### src/rtl/bsg_ruche_pkg.sv
// Shared ruche link definitions.
//   bsg_ruche_link_s        : one beat on a ruche wire (valid + payload).
//   ruche_ready_latency_gp  : cycles between ready leaving the sink and the
//                             upstream reacting to it.
package bsg_ruche_pkg;

    localparam int ruche_ready_latency_gp = 1;

    typedef struct packed {
        logic        v;
        logic [31:0] data;
    } bsg_ruche_link_s;

endpackage

### src/rtl/bsg_mem_1r1w.sv
// One-write, one-read storage array with asynchronous read.
//   w_clk_i   : write clock
//   w_v_i     : write enable
//   w_addr_i  : write address
//   w_data_i  : write data
//   r_addr_i  : read address
//   r_data_o  : read data, combinational from r_addr_i
// Contents are not reset.
module bsg_mem_1r1w #(
    parameter int width_p                = 8,
    parameter int els_p                  = 4,
    parameter int read_write_same_addr_p = 0,
    localparam int addr_width_lp         = (els_p > 1) ? $clog2(els_p) : 1
) (
    input  logic                     w_clk_i,
    input  logic                     w_v_i,
    input  logic [addr_width_lp-1:0] w_addr_i,
    input  logic [width_p-1:0]       w_data_i,
    input  logic [addr_width_lp-1:0] r_addr_i,
    output logic [width_p-1:0]       r_data_o
);

    logic [width_p-1:0] mem [els_p];

    always_ff @(posedge w_clk_i) begin
        if (w_v_i) mem[w_addr_i] <= w_data_i;
    end

    // With same-address forwarding enabled a read sees the beat being written
    // this cycle; otherwise it sees the value stored before the edge.
    generate
        if (read_write_same_addr_p != 0) begin : g_fwd
            assign r_data_o = (w_v_i && (w_addr_i == r_addr_i)) ? w_data_i : mem[r_addr_i];
        end else begin : g_nofwd
            assign r_data_o = mem[r_addr_i];
        end
    endgenerate

endmodule

### src/rtl/bsg_ruche_link_sink_fifo.sv
// Receive-side elastic buffer at the end of a ruche link.
//   clk_i, reset_i : clock, asynchronous active-high reset
//   v_i, data_i    : incoming link beat (positive polarity)
//   ready_o        : registered ready returned upstream; a beat may be sent
//                    in cycle t only if ready_o was 1 in cycle t-1
//   v_o, data_o    : head entry, zero-latency (async read)
//   yumi_i         : consumer dequeues the head
//   overflow_o     : sticky, set when a beat arrived with the FIFO full
module bsg_ruche_link_sink_fifo
    import bsg_ruche_pkg::*;
#(
    parameter int width_p = 8,
    parameter int els_p   = 4
) (
    input  logic               clk_i,
    input  logic               reset_i,
    input  logic               v_i,
    input  logic [width_p-1:0] data_i,
    output logic               ready_o,
    output logic               v_o,
    output logic [width_p-1:0] data_o,
    input  logic               yumi_i,
    output logic               overflow_o
);

    localparam int ptr_width_lp   = (els_p > 1) ? $clog2(els_p) : 1;
    localparam int count_width_lp = $clog2(els_p + 1);

    // Ready must leave room for the beat already in flight plus one beat sent
    // on a stale ready, so it drops once occupancy would exceed els_p-2.
    localparam logic [count_width_lp-1:0] ready_thresh_lp =
        count_width_lp'(els_p - 1 - ruche_ready_latency_gp);
    localparam logic [ptr_width_lp-1:0]   ptr_last_lp = ptr_width_lp'(els_p - 1);
    localparam logic [count_width_lp-1:0] count_full_lp = count_width_lp'(els_p);

    logic [ptr_width_lp-1:0]   rptr_r, wptr_r, rptr_next, wptr_next;
    logic [count_width_lp-1:0] count_r, count_next;
    logic                      ready_r, overflow_r, ready_d1_r;
    logic                      full, enq, deq, drop;

    assign v_o        = (count_r != '0);
    assign full       = (count_r == count_full_lp);
    assign deq        = yumi_i & v_o;
    // Writes ignore ready_o; only a full FIFO with no same-cycle dequeue drops.
    assign enq        = v_i & (~full | deq);
    assign drop       = v_i & full & ~deq;
    assign ready_o    = ready_r;
    assign overflow_o = overflow_r;

    // Explicit wrap so non-power-of-two depths work.
    assign rptr_next = !deq ? rptr_r : (rptr_r == ptr_last_lp) ? '0 : rptr_r + ptr_width_lp'(1);
    assign wptr_next = !enq ? wptr_r : (wptr_r == ptr_last_lp) ? '0 : wptr_r + ptr_width_lp'(1);

    always_comb begin
        count_next = count_r;
        if (enq && !deq)      count_next = count_r + count_width_lp'(1);
        else if (!enq && deq) count_next = count_r - count_width_lp'(1);
    end

    always_ff @(posedge clk_i or posedge reset_i) begin
        if (reset_i) begin
            rptr_r     <= '0;
            wptr_r     <= '0;
            count_r    <= '0;
            ready_r    <= 1'b1;
            overflow_r <= 1'b0;
        end else begin
            rptr_r     <= rptr_next;
            wptr_r     <= wptr_next;
            count_r    <= count_next;
            ready_r    <= (count_next <= ready_thresh_lp);
            overflow_r <= overflow_r | drop;
        end
    end

    bsg_mem_1r1w #(
        .width_p               (width_p),
        .els_p                 (els_p),
        .read_write_same_addr_p(0)
    ) mem (
        .w_clk_i (clk_i),
        .w_v_i   (enq),
        .w_addr_i(wptr_r),
        .w_data_i(data_i),
        .r_addr_i(rptr_r),
        .r_data_o(data_o)
    );

    // Ready as seen by the upstream in the previous cycle, for protocol checks.
    always_ff @(posedge clk_i or posedge reset_i) begin
        if (reset_i) ready_d1_r <= 1'b1;
        else         ready_d1_r <= ready_r;
    end

    always @(posedge clk_i) begin
        if (!reset_i) begin
            assert (!yumi_i || v_o)
                else $error("bsg_ruche_link_sink_fifo: yumi_i asserted with v_o low");
            assert (!(v_i && !ready_d1_r))
                else $warning("bsg_ruche_link_sink_fifo: protocol violation, v_i while prior ready_o was low");
        end
    end

endmodule

### config.mk
export PLATFORM = sky130hd
export DESIGN_NAME = bsg_ruche_link_sink_fifo
export DESIGN_NICKNAME = d
export VERILOG_FILES = /design/src/rtl/bsg_ruche_pkg.sv /design/src/rtl/bsg_mem_1r1w.sv /design/src/rtl/bsg_ruche_link_sink_fifo.sv
export SDC_FILE = /design/constraint.sdc
export NUM_CORES = 1
export LEC_CHECK = 0
export ABC_CLOCK_PERIOD_IN_PS = 2750
export BUFFER_PORTS_ARGS = -buffer_cell sky130_fd_sc_hd__buf_2
export CAP_MARGIN = 0
export CORE_MARGIN = 5
export CORE_UTILIZATION = 40
export CTS_CLUSTER_DIAMETER = 150
export CTS_CLUSTER_SIZE = 8
export DETAILED_ROUTE_END_ITERATION = 10
export SLEW_MARGIN = 30
export SYNTH_ARGS = -nofsm -noshare
export SYNTH_HDL_FRONTEND = slang
export SYNTH_HIERARCHICAL = 1
export SYNTH_SLANG_ARGS = --single-unit
### constraint.sdc
create_clock -name clk_i -period 2.75 [get_ports clk_i]
set_input_delay 0.55 -clock clk_i [delete_from_list [all_inputs] [get_ports clk_i]]
set_output_delay 0.55 -clock clk_i [all_outputs]
set_load 0.05 [all_outputs]
==> Flow_metrics.wiki, run 1 <==
{| class="wikitable"
! Metric !! Value
|-
| Result of the run || completed
|-
| Post-CTS Repair Setup Buffers || 0
|-
| Worst Reg2Reg Path Length in Cells || 6
|-
| Proportion of netlist area held by the largest area contributor || a little under three fifths
|-
| Maximum number of pins on one net before global-route repair || 14
|-
| End point of the critical path || data_o[3]
|-
| CTS tree || yes
|-
| Maximum capacitance violations || 0
|-
| Overall Global Routing Usage || between 10% and 20%
|-
| Average detailed-routed wire length per instance || around 16 um
|-
| R2R setup slack || ~0.7 ns
|-
| Kind of start point of the critical path || flop
|-
| Post-Synth XOR/XNOR Area || less than 1%
|-
| Count of final hold-check violations || 0
|-
| Syn Area/Cell || around 18 um^2
|-
| Maximum fanout along the worst path || 11
|-
| Worst-case headroom to the max-slew limit || around three fifths
|-
| Multi-input gate area in the final layout || about 520 um^2
|-
| Critical path, cell by cell || mux4_2 -> buf_2
|-
| Number of synthesized flops with an enable pin || 32
|-
| Leak pwr || 0.0007761 uW
|-
| First-pass GRT wire length || 4.678 mm
|-
| Combined area of all synthesized cells || between 1500 and 2000 um^2
|-
| Hold buffers post-CTS || 0
|-
| Tmin final || about 2.4 ns
|-
| Post-CTS resize count || 0
|-
| Mux contribution to synthesized area || 12.82%
|-
| Crit path largest cell delay || roughly 0.74 ns
|-
| Number of port buffers || 22
|-
| WS Path Type || flop to output pin
|-
| Overall overflow remaining after global route || 0
|-
| HPWL after detailed placement || approximately 2 mm
|-
| Initial Util || 40.68%
|-
| Max Fclk || approximately 420 MHz
|-
| Number of buffers and inverters on the critical path || 1
|-
| Detail-routed via count per cell || between 5 and 6
|-
| Fin worst setup slack || 0.3554 ns
|-
| Area enclosed by the die boundary || ~5800 um^2
|-
| Number of DRC markers in iteration 0 || 32
|-
| Pre-Repair DR Iteration Count || 4
|-
| Final layout net count || 141
|-
| Global-route layer with the greatest usage || met2
|-
| Adder and majority cell fraction of the synthesized area || under 10%
|-
| Antenna diodes || 0
|-
| Finish-stage setup viols || 0
|-
| Fraction of the mapped netlist area in simple logic gates || around 6.7%
|-
| Synthesized netlist cell count || between 90 and 100
|-
| Insertion delay of the later-clocked pin in the worst-skew pair || slightly below 0.3 ns
|-
| Crit. path cell count || 2
|-
| Design Power || ~2400 uW
|-
| Routing usage on met3 || under 10%
|-
| Antenna violations before repair || 0
|-
| Io pins || 23
|-
| Setup repair after global routing missed its margin || false
|-
| Kind of cell adding the most delay to the critical path || flip-flops
|-
| Prevailing post-synth register cell || edfxtp_1
|-
| Vias in the first global route || roughly 1000
|-
| Max clock buf depth || 2
|-
| Worst clock skew || ~0.0065 ns
|-
| Core region area || 4294 um^2
|-
| Number of library cell types mapped by synthesis || 33
|-
| Aggregate negative setup slack || 0 ns
|-
| Worst vdd ir || ~0.49 mV
|-
| Met2 usage || between 10% and 20%
|-
| Class of the tightest hold or removal check || input pin to async pin
|-
| Share of post-route cells with drive strength above 1 || between 30% and 40%
|-
| GP Congestion || between 0.7 and 0.8
|-
| FILL cells || 381
|-
| Area taken by flip-flops and latches || 1187 um^2
|-
| Power density over the cells || between 1000 and 1500 nW/um^2
|-
| Total routed wirelength || roughly 2.8 mm
|-
| Number of buffers added by the clock tree synthesis step || 5
|-
| Transition time at the pin with the least slew margin || 0.6182 ns
|-
| Largest cells by area after synthesis || edfxtp_1, dfrtp_1, mux4_2
|-
| Reg2reg end || mem/mem[3][3]
|-
| Smallest hold slack || between 0.2 and 0.25 ns
|-
| Clock input transition at the sequential cells of the worst setup and hold paths || approximately 0.080 ns
|-
| Synth warn || 6
|-
| DRC violations left || 0
|-
| Dominant combinational cell family by area after synthesis || multiplexers
|-
| Dominant cell type by area after synthesis || edfxtp_1
|-
| Final period utilization || 87.08%
|-
| Startpoint of the worst setup timing path || rptr_r[0]
|-
| Horizontal die dimension || about 76 um
|-
| Standard cell with the maximum stage delay on the critical path || dfrtp_1
|-
| Compound-gate portion of the synthesized area || under 10%
|-
| Root buffer cell || clkbuf_8
|-
| Synthesized flop and latch total || slightly above 40
|-
| Sequential cell area fraction in the yosys report || about two thirds
|-
| Launch instance of the worst register-to-register path || count_r[0]
|-
| Std-Cell Rows || 24
|-
| Number of antenna-violating nets in the routed design || 0
|-
| TritonCTS Sinks || ~40
|-
| Met1 track demand over resource || a little under an eighth
|-
| Via total after detailed routing || 914
|-
| Endpoint kind of the worst setup timing path || output pin
|-
| Number of H-tree levels || 2
|-
| Post-synthesis to final-layout area growth || 15.40%
|-
| Ys async rst share || between 20% and 30%
|-
| Post-Place Worst Slack || between 0.6 and 0.7 ns
|-
| WP data arrival || approximately 1.8 ns
|-
| Worst endpoint required time || about 2.2 ns
|-
| Height of the chip || ~76 um
|-
| Post-synthesis net count || ~110
|-
| Max-slew violations || 0
|}
[kinds of logic (layout without fill, tap and decap cells)]
| logic type | count (synthesis) | in the layout |
|---|---|---|
| flip-flops | 41 | 41 |
| buffers and inverters | 8 | 36 |
| AO/OA/AOI/OAI | 13 | 13 |
| AND/OR/NAND/NOR | 17 | 17 |
| adder cells (fa/ha/maj) | 5 | 5 |
| XOR/XNOR | 1 | 1 |
| multiplexers | 12 | 12 |
[sequential cells by signal, indices dropped and copies added (netlist names)]
register,flops
mem/mem,32
count_r,3
rptr_r,2
wptr_r,2
overflow_o,1
ready_o,1
[per-layer routing]
metal	wire [um]	vias up
li1	-	441
met2	1392	24
met5	0	-
met4	77	0
met3	109	8
met1	1237	441
[report_power, final]
part | total [uW] | internal [uW] | switching [uW] | leakage, uW
Sequential | 992 | 843 | 149 | 0.000398
Combinational | 988 | 368 | 620 | 0.000326
Clock | 464 | 267 | 197 | 0.0000518
Total | 2440 | 1480 | 966 | 0.000776
[worst register-to-register path, cell delays in order, from the launching register on]
cell and delay, ns:
dfrtp_1 0.44, inv_1 0.11, ha_1 0.31, nand3b_1 0.15
nand2_1 0.12, inv_1 0.12, and3_1 0.44
[metrics by stage]
stage	cells	cell area [um^2]	util [%]
after floorplan	97	1747	-
after global placement	169	1906	44.38
after detailed placement	169	1906	44.38
after CTS	177	2016	46.94
after global routing	177	2016	46.94
final	177	2016	46.94
[cell usage after synthesis, drive strengths merged, types with 2 or more instances]
library cell / count
edfxtp: 32
and3: 2
inv: 5
buf: 2
mux4: 8
nand3b: 3
a21o: 2
nand2: 4
o21ai: 2
mux2: 3
and3b: 2
nor3: 2
dfrtp: 8
ha: 5
[how the worst min path moves through the flow]
| stage | endpoint | slack [ns] |
|---|---|---|
| 4_1_cts | count_r[0] | 0.21 |
| 3_5_place_dp | overflow_o | 0.46 |
| 6_report | count_r[0] | 0.21 |
| 5_1_grt | count_r[0] | 0.24 |
| 2_1_floorplan | count_r[0] | 0.38 |
| 3_3_place_gp | overflow_o | 0.46 |
[cell usage in the layout (no fill, tap or decap), drive strengths merged, types with 3 or more instances in the layout]
cell type	count
buf	23
nand2	4
edfxtp	32
nand3b	3
ha	5
clkbuf	5
mux2	3
inv	5
mux4	8
dfrtp	8
[layout make-up]
| type | instances | share of cell area (%) |
|---|---|---|
| sequential | 41 | 58.91 |
| multi-input combinational | 48 | 25.64 |
| timing repair buffer | 23 | 5.835 |
| clock buffer | 5 | 3.414 |
| tap | 52 | 3.228 |
| clock inverter | 3 | 2.048 |
| inverter | 5 | 0.9311 |
Note: power is estimated with default switching activity, not from simulation.
==> run 2, diff against run 1 <==
CORE_UTILIZATION = 56   (was 40)
PLACE_DENSITY_LB_ADDON = 0.15   (was not set)
==> run 2 against run 1 <==
  * Design area shrank 1.7%
  * Register-to-register slack gained 0.04 ns
  * Maximum frequency shrank 0.47%
  * Routed wire length shrank 4.5%
  * Flip-flop and latch count is the same
==> Flow_metrics.wiki, run 2 (synthesis gave the netlist of run 1 again) <==
{| class="wikitable"
! Metric !! Value
|-
| FILL cells || between 200 and 250
|-
| Int Pwr || approximately 1400 uW
|-
| Post-synthesis to final-layout area growth || 13.40%
|-
| Result of the run || completed
|-
| Power density over the cells || around 1200 nW/um^2
|-
| Antenna violations before repair || 0
|-
| Kind of start point of the critical path || flop
|-
| Insertion delay of the later-clocked pin in the worst-skew pair || 0.33 ns
|-
| Largest registers || mem/mem: 32 flops, count_r: 3 flops
|-
| Register ranked first by flip-flop count || mem/mem
|-
| Number of DRC markers in iteration 0 || 40
|-
| Max-slew violations || 0
|-
| Horizontal die dimension || 65.85 um
|-
| Post-Place Worst Slack || between 0.6 and 0.7 ns
|-
| Worst clock skew || slightly below 0.007 ns
|-
| Worst vdd ir || 0.6032 mV
|-
| Average detailed-routed wire length per instance || ~16 um
|-
| Number of port buffers || 22
|-
| Leak pwr || 0.0007698 uW
|-
| Launch instance of the worst register-to-register path || count_r[0]
|-
| Most frequent standard cell in the layout excluding fill and tap cells || edfxtp_1
|-
| WS Path Type || flop to output pin
|-
| Fin worst setup slack || 0.3442 ns
|-
| Worst endpoint required time || between 2 and 2.5 ns
|-
| DRC violations left || 0
|-
| Antenna diodes || 0
|-
| Clock input transition at the sequential cells of the worst setup and hold paths || ~0.11 ns
|-
| Comb pwr share || a little over two fifths
|-
| Setup repair after global routing missed its margin || false
|-
| Share of post-route cells with drive strength above 1 || 36.00%
|-
| Max clock buf depth || 2
|-
| Net switching power || ~940 uW
|-
| HPWL after detailed placement || 1.966 mm
|-
| Overall Global Routing Usage || 14.67%
|-
| Finish-stage setup viols || 0
|-
| Startpoint of the worst setup timing path || rptr_r[0]
|-
| Number of buffers added by the clock tree synthesis step || 5
|-
| TritonCTS Sinks || 41
|-
| Initial Util || between 50% and 60%
|-
| Area enclosed by the die boundary || ~4300 um^2
|-
| Vias in the first global route || about 940
|-
| Total routed wirelength || 2.688 mm
|-
| Overall overflow remaining after global route || 0
|-
| Final layout net count || ~140
|-
| Pre-Repair DR Iteration Count || 4
|-
| Aggregate negative setup slack || 0 ns
|-
| Core region area || a little over 3000 um^2
|-
| CTS tree || yes
|-
| Post-CTS resize count || 0
|-
| Post-CTS Repair Setup Buffers || 0
|-
| Sw frac || 39.66%
|-
| Tmin final || between 2 and 2.5 ns
|-
| Worst-case headroom to the max-slew limit || approximately three fifths
|-
| Count of final hold-check violations || 0
|-
| Maximum capacitance violations || 0
|-
| Io pins || 23
|-
| Endpoint kind of the worst setup timing path || output pin
|-
| Max Fclk || 415.7 MHz
|-
| Height of the chip || about 66 um
|-
| Final standard cell utilization of the core || 65.41%
|-
| Sequential fraction of design power || roughly two fifths
|-
| Via total after detailed routing || about 930
|-
| First-pass GRT wire length || 4.609 mm
|-
| Final period utilization || 87.48%
|-
| Clock power share || roughly 16%
|-
| Class of the tightest hold or removal check || input pin to async pin
|-
| Number of antenna-violating nets in the routed design || 0
|-
| GP Congestion || roughly 0.75
|-
| Number of H-tree levels || 2
|-
| Transition time at the pin with the least slew margin || approximately 0.6 ns
|-
| Maximum fanout along the worst path || 11
|-
| Design Power || between 2000 and 2500 uW
|-
| Std-Cell Rows || 20
|-
| Maximum number of pins on one net before global-route repair || 13
|-
| WP data arrival || roughly 1.9 ns
|-
| Commonest non-fill, non-tap cells in the layout || edfxtp_1, buf_2, dfrtp_1, mux4_2
|-
| Detail-routed via count per cell || 5.497
|-
| Max reg flops || 32
|-
| Hold buffers post-CTS || 0
|-
| Root buffer cell || clkbuf_4
|-
| R2R setup slack || approximately 0.74 ns
|}
run 2: cell types whose count changed in the layout (fill, tap and decap cells not counted):
cell | before | now
clkinvlp_4 | 1 | 0
clkbuf_8 | 5 | 1
clkinv_1 | 1 | 0
clkbuf_1 | 0 | 1
clkbuf_4 | 0 | 5
run 2: path summary, 6_finish.rpt:
| kind | end | depth (start not counted) |
|---|---|---|
| min in group clk_i | mem/mem[2][6] | 1 |
| setup / recovery | data_o[0] | 2 |
| max in group asynchronous | ready_o | 2 |
| setup reg to reg | mem/mem[1][3] | 6 |
| hold / removal | count_r[2] | 2 |
| hold reg to reg | overflow_o | 1 |
run 2: routing by layer:
metal  up-vias  global-route usage [%]  share of wire [%]
met5         -                       0                  0
met4         0                   4.663               0.86
met3         2                   5.442                4.9
met2        21                   22.53                 48
met1       463                   19.35                 46
li1        443                       -                  -
run 2: final cells by class:
type / instances / area [um^2] / share of cell area [%]
clock buffers: 7 / 55.05 / 2.780
clock inverters: 1 / 30.03 / 1.516
inverters: 5 / 18.77 / 0.9476
multi-input cells: 48 / 516.7 / 26.09
flip-flops and latches: 41 / 1187 / 59.95
well taps: 44 / 55.05 / 2.780
repair buffers: 23 / 117.6 / 5.938
run 2: power by group through the flow:
stage                     sequential [uW]  combinational (uW)  clock, uW
after floorplan                       977                 826          0
after global placement                996                 976          0
after detailed placement             1010                 998          0
after CTS                             992                 998        402
after global routing                 1020                1050        435
final                                 988                 987        389
run 2: per-stage QoR:
stage / hold WS (ns) / area (um^2) / std cells
after CTS: 0.1608 / 1981 / 169
final: 0.1592 / 1981 / 169
after global placement: 0.4570 / 1896 / 161
after global routing: 0.1670 / 1981 / 169
after floorplan: 0.3772 / 1747 / 97
after detailed placement: 0.4614 / 1896 / 161
run 2: worst max-delay path: stages, from the launching register on:
cell,delay [ns]
dfrtp_1,0.73
mux4_2,0.57
buf_2,0.22
